[src/rtl/mem_stage.sv]
// mem_stage: memory-access stage of the five-stage MIPS pipeline plus the
// MEM/WB pipeline register. Word loads/stores go to a data memory that
// answers with a variable-latency ready handshake; the upstream pipeline is
// stalled while an access is outstanding.
module mem_stage (
    input  logic        clk,
    input  logic        reset,
    input  logic        iValid,
    input  logic [31:0] iResult,
    input  logic [31:0] iControlSignal,
    input  logic [31:0] iWriteData,
    input  logic [4:0]  iRegAddress,
    input  logic [31:0] iPC_plus_4,
    input  logic        iMemReady,
    input  logic [31:0] iMemRData,
    output logic        oMemReq,
    output logic        oMemWe,
    output logic [31:0] oMemAddr,
    output logic [31:0] oMemWData,
    output logic        oStall,
    output logic        oAlignErr,
    output logic [31:0] oResult,
    output logic [31:0] oControlSignal,
    output logic [31:0] oReadData,
    output logic [31:0] oPC_plus_4,
    output logic [4:0]  oRegAddress
);

    typedef enum logic {
        STATE_IDLE = 1'b0,
        STATE_WAIT = 1'b1
    } stateT;

    stateT state;
    stateT nextState;

    logic memRead;
    logic memWrite;
    logic memOp;
    logic aligned;
    logic isLoad;

    // Decode of the EX/MEM control word. A store wins if both memory bits
    // are set, so such an instruction is never treated as a load.
    assign memRead  = iControlSignal[10];
    assign memWrite = iControlSignal[11];
    assign memOp    = iValid & (memRead | memWrite);
    assign aligned  = (iResult[1:0] == 2'b00);
    assign isLoad   = memRead & ~memWrite;

    // Memory port is driven straight from EX/MEM; upstream is frozen during
    // an access so these stay constant until the memory answers.
    assign oMemWe    = memWrite;
    assign oMemAddr  = {iResult[31:2], 2'b00};
    assign oMemWData = iWriteData;
    assign oStall    = oMemReq & ~iMemReady;

    // Access-state register; reset abandons any outstanding access.
    always_ff @(posedge clk) begin
        if (reset) begin
            state <= STATE_IDLE;
        end else begin
            state <= nextState;
        end
    end

    // Next-state and request logic: request in IDLE for an aligned access,
    // and keep requesting in WAIT until the memory signals ready.
    always_comb begin
        nextState = state;
        oMemReq   = 1'b0;
        case (state)
            STATE_IDLE: begin
                if (memOp && aligned) begin
                    oMemReq = 1'b1;
                    if (!iMemReady) begin
                        nextState = STATE_WAIT;
                    end
                end
            end
            STATE_WAIT: begin
                oMemReq = 1'b1;
                if (iMemReady) begin
                    nextState = STATE_IDLE;
                end
            end
            default: begin
                nextState = STATE_IDLE;
            end
        endcase
    end

    // MEM/WB register: bubbles on stall or invalid input, misaligned
    // accesses retire with RegWrite cleared and flag an alignment error.
    always_ff @(posedge clk) begin
        if (reset || oStall || !iValid) begin
            oResult        <= 32'h0;
            oControlSignal <= 32'h0;
            oReadData      <= 32'h0;
            oPC_plus_4     <= 32'h0;
            oRegAddress    <= 5'h0;
            oAlignErr      <= 1'b0;
        end else if (memOp && !aligned) begin
            oResult        <= iResult;
            oControlSignal <= {iControlSignal[31:9], 1'b0, iControlSignal[7:0]};
            oReadData      <= 32'h0;
            oPC_plus_4     <= iPC_plus_4;
            oRegAddress    <= iRegAddress;
            oAlignErr      <= 1'b1;
        end else begin
            oResult        <= iResult;
            oControlSignal <= iControlSignal;
            oReadData      <= isLoad ? iMemRData : 32'h0;
            oPC_plus_4     <= iPC_plus_4;
            oRegAddress    <= iRegAddress;
            oAlignErr      <= 1'b0;
        end
    end

endmodule
[config.mk]
export PLATFORM = sky130hd
export DESIGN_NAME = mem_stage
export DESIGN_NICKNAME = d
export VERILOG_FILES = /design/src/rtl/mem_stage.sv
export SDC_FILE = /design/constraint.sdc
export NUM_CORES = 1
export LEC_CHECK = 0
export CORE_AREA = 4 4 140 142
export CTS_BUF_LIST = sky130_fd_sc_hd__clkbuf_16
export DETAILED_ROUTE_END_ITERATION = 10
export DIE_AREA = 0 0 144 146
export PLACE_DENSITY = 0.72
export SLEW_MARGIN = 20
export SYNTH_ARGS = -nofsm -noshare
export SYNTH_HDL_FRONTEND = slang
export SYNTH_SLANG_ARGS = --single-unit
[constraint.sdc]
create_clock -name clk -period 1.3 [get_ports clk]
set_input_delay 0.26 -clock clk [delete_from_list [all_inputs] [get_ports clk]]
set_output_delay 0.26 -clock clk [all_outputs]
set_load 0.01 [all_outputs]
[Yosys cells after proc, flatten, opt, wreduce, memory -nomap -nowiden]
Cells that the tools add are included.
Operators by class
  bitwise logic cells: 8
  reductions and logical operators: 9
  muxes and demuxes: 6
Operators by type and width (number)
  $mux 1: 4
  $not 1->1: 4
  $pmux 1 s2: 2
  $and 1x1->1: 3
  $reduce_or 3->1: 1
  $logic_and 1x1->1: 2
  $logic_not 1->1: 2
  $logic_not 2->1: 1
  $logic_or 1x1->1: 2
  $reduce_or 2->1: 1
  $or 1x1->1: 1
Word-level totals
  register bits after elaboration: 135

[Depth between registers and ports, before layout]
  depth after elaboration: 9
  mapped depth: 5
  depth with buffers taken out: 3

[Worst setup path before layout]
Ideal clock, no wire load.
  path kind: input-to-reg
  start: input port iResult[1]
  end: register oReadData[22]
  arrival: 1.277 ns
  setup time: 0.060 ns
  required time: 1.240 ns
  stages on the path: 4
  slack: -0.037 ns
  cells stage by stage: or3b_4 a211oi_4 buf_6 and3_1
On the way
  word-level cells in the longest chain between the ends: 8
  elaborated cells between the ends (all ways): 10
  those cells by class: mux (2); bitwise (1); reduce/logical (7)
RTL lines
  from (decl): RTL line 9  | input logic [31:0] iResult,
  $logic_not 2->1 (*): RTL line 48  | assign aligned = (iResult[1:0] == 2'b00);
  $logic_and 1x1->1: RTL line 74  | if (memOp && aligned) begin
  $mux 1: RTL line 74
  $pmux 1 s2: RTL line 72  | case (state)
  $and 1x1->1: RTL line 56  | assign oStall = oMemReq & ~iMemReady;
  $logic_or 1x1->1 (2 in a row): RTL line 96  | if (reset || oStall || !iValid) begin
  $reduce_or 3->1 (no line) (*)
  to (signal assigned): RTL line 113  | oReadData <= isLoad ? iMemRData : 32'h0;
  to (decl): RTL line 24  | output logic [31:0] oReadData,
Mark *: on every way between the ends. The rest lies on a longest branch, timed or not.
A chain may end at the register's enable or synchronous reset.

[Final worst setup path]
  start: input port iMemReady
  end: register oReadData[11]
On the way
  word-level cells in the longest chain between the ends: 5
RTL lines
  from (decl): RTL line 14  | input logic iMemReady,
  $not 1->1: RTL line 56
  $and 1x1->1: RTL line 56
  $logic_or 1x1->1 (2 in a row): RTL line 96
  $reduce_or 3->1 (no line)
No other way between the ends.

==> impl_results.md <==
* Static leakage at ~4 nW
* CP startpoint kind: input port
* Final Util at 0.427
* Primary FF master, synth: dfxtp_1
* Via count at 3671
* Num CTS Buffers at 17
* Failing checks: setup timing
* Maximum clock path buffer count at 2
* Fmax at 753 MHz
* Placed Cells at 852
* Post-synthesis register bit count at 135
* Worst Setup End Kind: flip-flop
* Most numerous cell in the Yosys netlist: dfxtp_1
* Core area at between 15000 and 20000 sq um
* DRT Wirelength at about 17 mm
* Antenna cells at 0
* CP Class: input port to flip-flop
* Crit-path max FO at 8
* Largest net degree at the start of global routing at 90
* Die span in x at 144 microns
* Routed len/inst at about 19 microns
* Post-synthesis cell type count at 21
* Skew final at 7.30 ps
* Final setup viols at 17
* Number of flops mapped to enable cells by yosys at 0
* Fin cells at about 900
* Finished Cell Area at between 7000 and 8000 sq um
* Max Slew Vio Count at 0
* Synth Instances at 375
* Synth-to-Final Area Change at 84.7%
* First-pass GRT wire length at approximately 23 mm
* Dpl ws at -729 ps
* Die Y at between 100 and 150 microns
* Boundary pin count at 370
* Final nets at about 820
* Commonest cells post-synth: 135 x dfxtp_1, 130 x and3_1, 65 x buf_4
* Ys async rst share at 0
* Post-CTS Hold Buffers at 0
* Worst EP required at around 1700 ps
* Site Rows at 50
* Die area at ~21000 sq um
* GRT overflow at 0
* DRC at 0
* Initial DRT Pass Iterations at 4
* Fin worst setup slack at -28.2 ps
* CTS tree: built
* Initial antenna violation count at 0
* VDD IR max at around 0.77 mV
* Fraction of layout cells with a size suffix above 1 at 0.157
* Worst Hold Class: input port to flip-flop
* Sequential area share after synthesis at 0.634
* Worst skew pair latency at slightly above 400 ps
* Initial Utilization at 0.231
* Htree depth at 4
* GPL Wtd Cong at roughly 0.75
* DPL Wire Length at 12.3 mm
* CTS sink cnt at roughly 140
* Leading post-synthesis cells by cell area: dfxtp_1 63%, and3_1 19%, buf_4 11%
* Unrepaired setup endpoints after global routing: yes
* Max-Cap Viols at 0
* DR iter-0 viols at 97
* Power per Cell Area at between 1000 and 1500 nW/um^2
* Netlist Area Pre-Place at approximately 4300 sq um
* Placed inst area at approximately 7300 sq um
* CP arrival at between 1500 and 2000 ps
* Syn avg cell area at 11.4 sq um
* Vias/cell at between 4 and 5
* Final Hold Vio Count at 0
* Overall Global Routing Usage at 0.146
* Time the worst path needs with I/O delays and setup at 1330 ps
* Clock slew at reported path FFs at 60 ps
* Ys Warns at 0
* Area fraction of the dominant cell type after synthesis at 0.634
* Routed Antenna Nets at 0
* Outcome: finished, violations left
* Biggest area consumer among synthesized cells: dfxtp_1
* Number of port buffers at 303
* Vias in the first global route at 3851
* Root Driver: clkbuf_16
* Fin crit share at 1.02
-- cell usage in the layout (no fill, tap or decap), drive strengths merged --
| master | netlist | layout |
|---|---|---|
| dlygate4sd2 | 0 | 95 |
| a21oi | 1 | 1 |
| or3b | 1 | 1 |
| a21o | 1 | 1 |
| clkdlybuf4s15 | 0 | 59 |
| or3 | 1 | 1 |
| nand2b | 2 | 2 |
| and2b | 1 | 1 |
| nand3b | 1 | 1 |
| dlymetal6s2s | 0 | 2 |
| nor4b | 1 | 1 |
| and2 | 3 | 3 |
| a211oi | 1 | 1 |
| inv | 0 | 2 |
| o21a | 1 | 1 |
| nor2 | 2 | 2 |
| dfxtp | 135 | 135 |
| nor2b | 1 | 1 |
| and3 | 130 | 130 |
| buf | 68 | 43 |
| clkinv | 0 | 8 |
| clkdlybuf4s50 | 0 | 127 |
| clkinvlp | 0 | 3 |
| clkbuf | 23 | 36 |
| nand2 | 1 | 1 |
| conb | 1 | 2 |
| bufinv | 0 | 2 |
-- state kept, by name (all words and copies together) (netlist names) --
| name | flops |
|---|---|
| oReadData | 32 |
| oAlignErr | 1 |
| oControlSignal | 32 |
| oRegAddress | 5 |
| state | 1 |
| oResult | 32 |
| oPC_plus_4 | 32 |
-- per-layer routing --
metal  wire length, microns  track usage  vias to the layer above
li1                       -            -                     1735
met1                   6140        0.143                     1671
met2                   8740        0.253                      218
met3                   1790       0.0677                       47
met4                    648       0.0758                        0
met5                      0            0                        -
-- final cells by class --
cell class	instances	area, sq um
fillers	1772	10600
repair buffers	345	3330
flip-flops and latches	135	2700
multi-input cells	150	987
clock buffers	17	425
well taps	234	293
clock inverters	15	138
-- worst paths after layout --
kind                      startpoint  slack, ps                  to  cells past startpoint
setup / recovery           iMemReady        -30       oReadData[11]                      6
hold / removal    iControlSignal[10]        140  oControlSignal[10]                      2
setup reg to reg               state         10       oReadData[11]                      5
hold reg to reg                state        510               state                      2
-- critical path, stage by stage --
cell	delay, ps
clkdlybuf4s15_1	260
or3b_4	420
a211oi_4	250
buf_6	170
clkbuf_16	150
and3_4	160
-- report_power, final --
group	switching [mW]	internal, mW	leakage, nW
logic	0.450	0.753	2.66
clock network	1.86	2.79	0.270
registers	0.0362	4.28	1.10
-- logic make-up after synthesis --
group | synth area share
AO/OA/AOI/OAI | 0.00939
other | 0.000879
flip-flops | 0.634
AND/OR/NAND/NOR | 0.213
buffers and inverters | 0.143
-- stage by stage --
step                hold slack [ps]  setup TNS, ps  power, mW
finish                          143           -157       10.2
detailed placement              508         -90600       5.66
global placement                502         -89630       5.65
floorplan                       329              0       4.87
CTS                             125          -3.73       10.2
global route                    120          -1060       10.6
-- what timing repair did --
item / 4_1_cts / 5_1_grt
endpoints found under the hold margin: 0 / 0
cloned: 0 / 7
pin swaps: 2 / 3
endpoints found under the setup margin: 299 / 189
resized for setup: 215 / 77
setup buffers: 3 / 2
(Power assumes the default switching activity.)
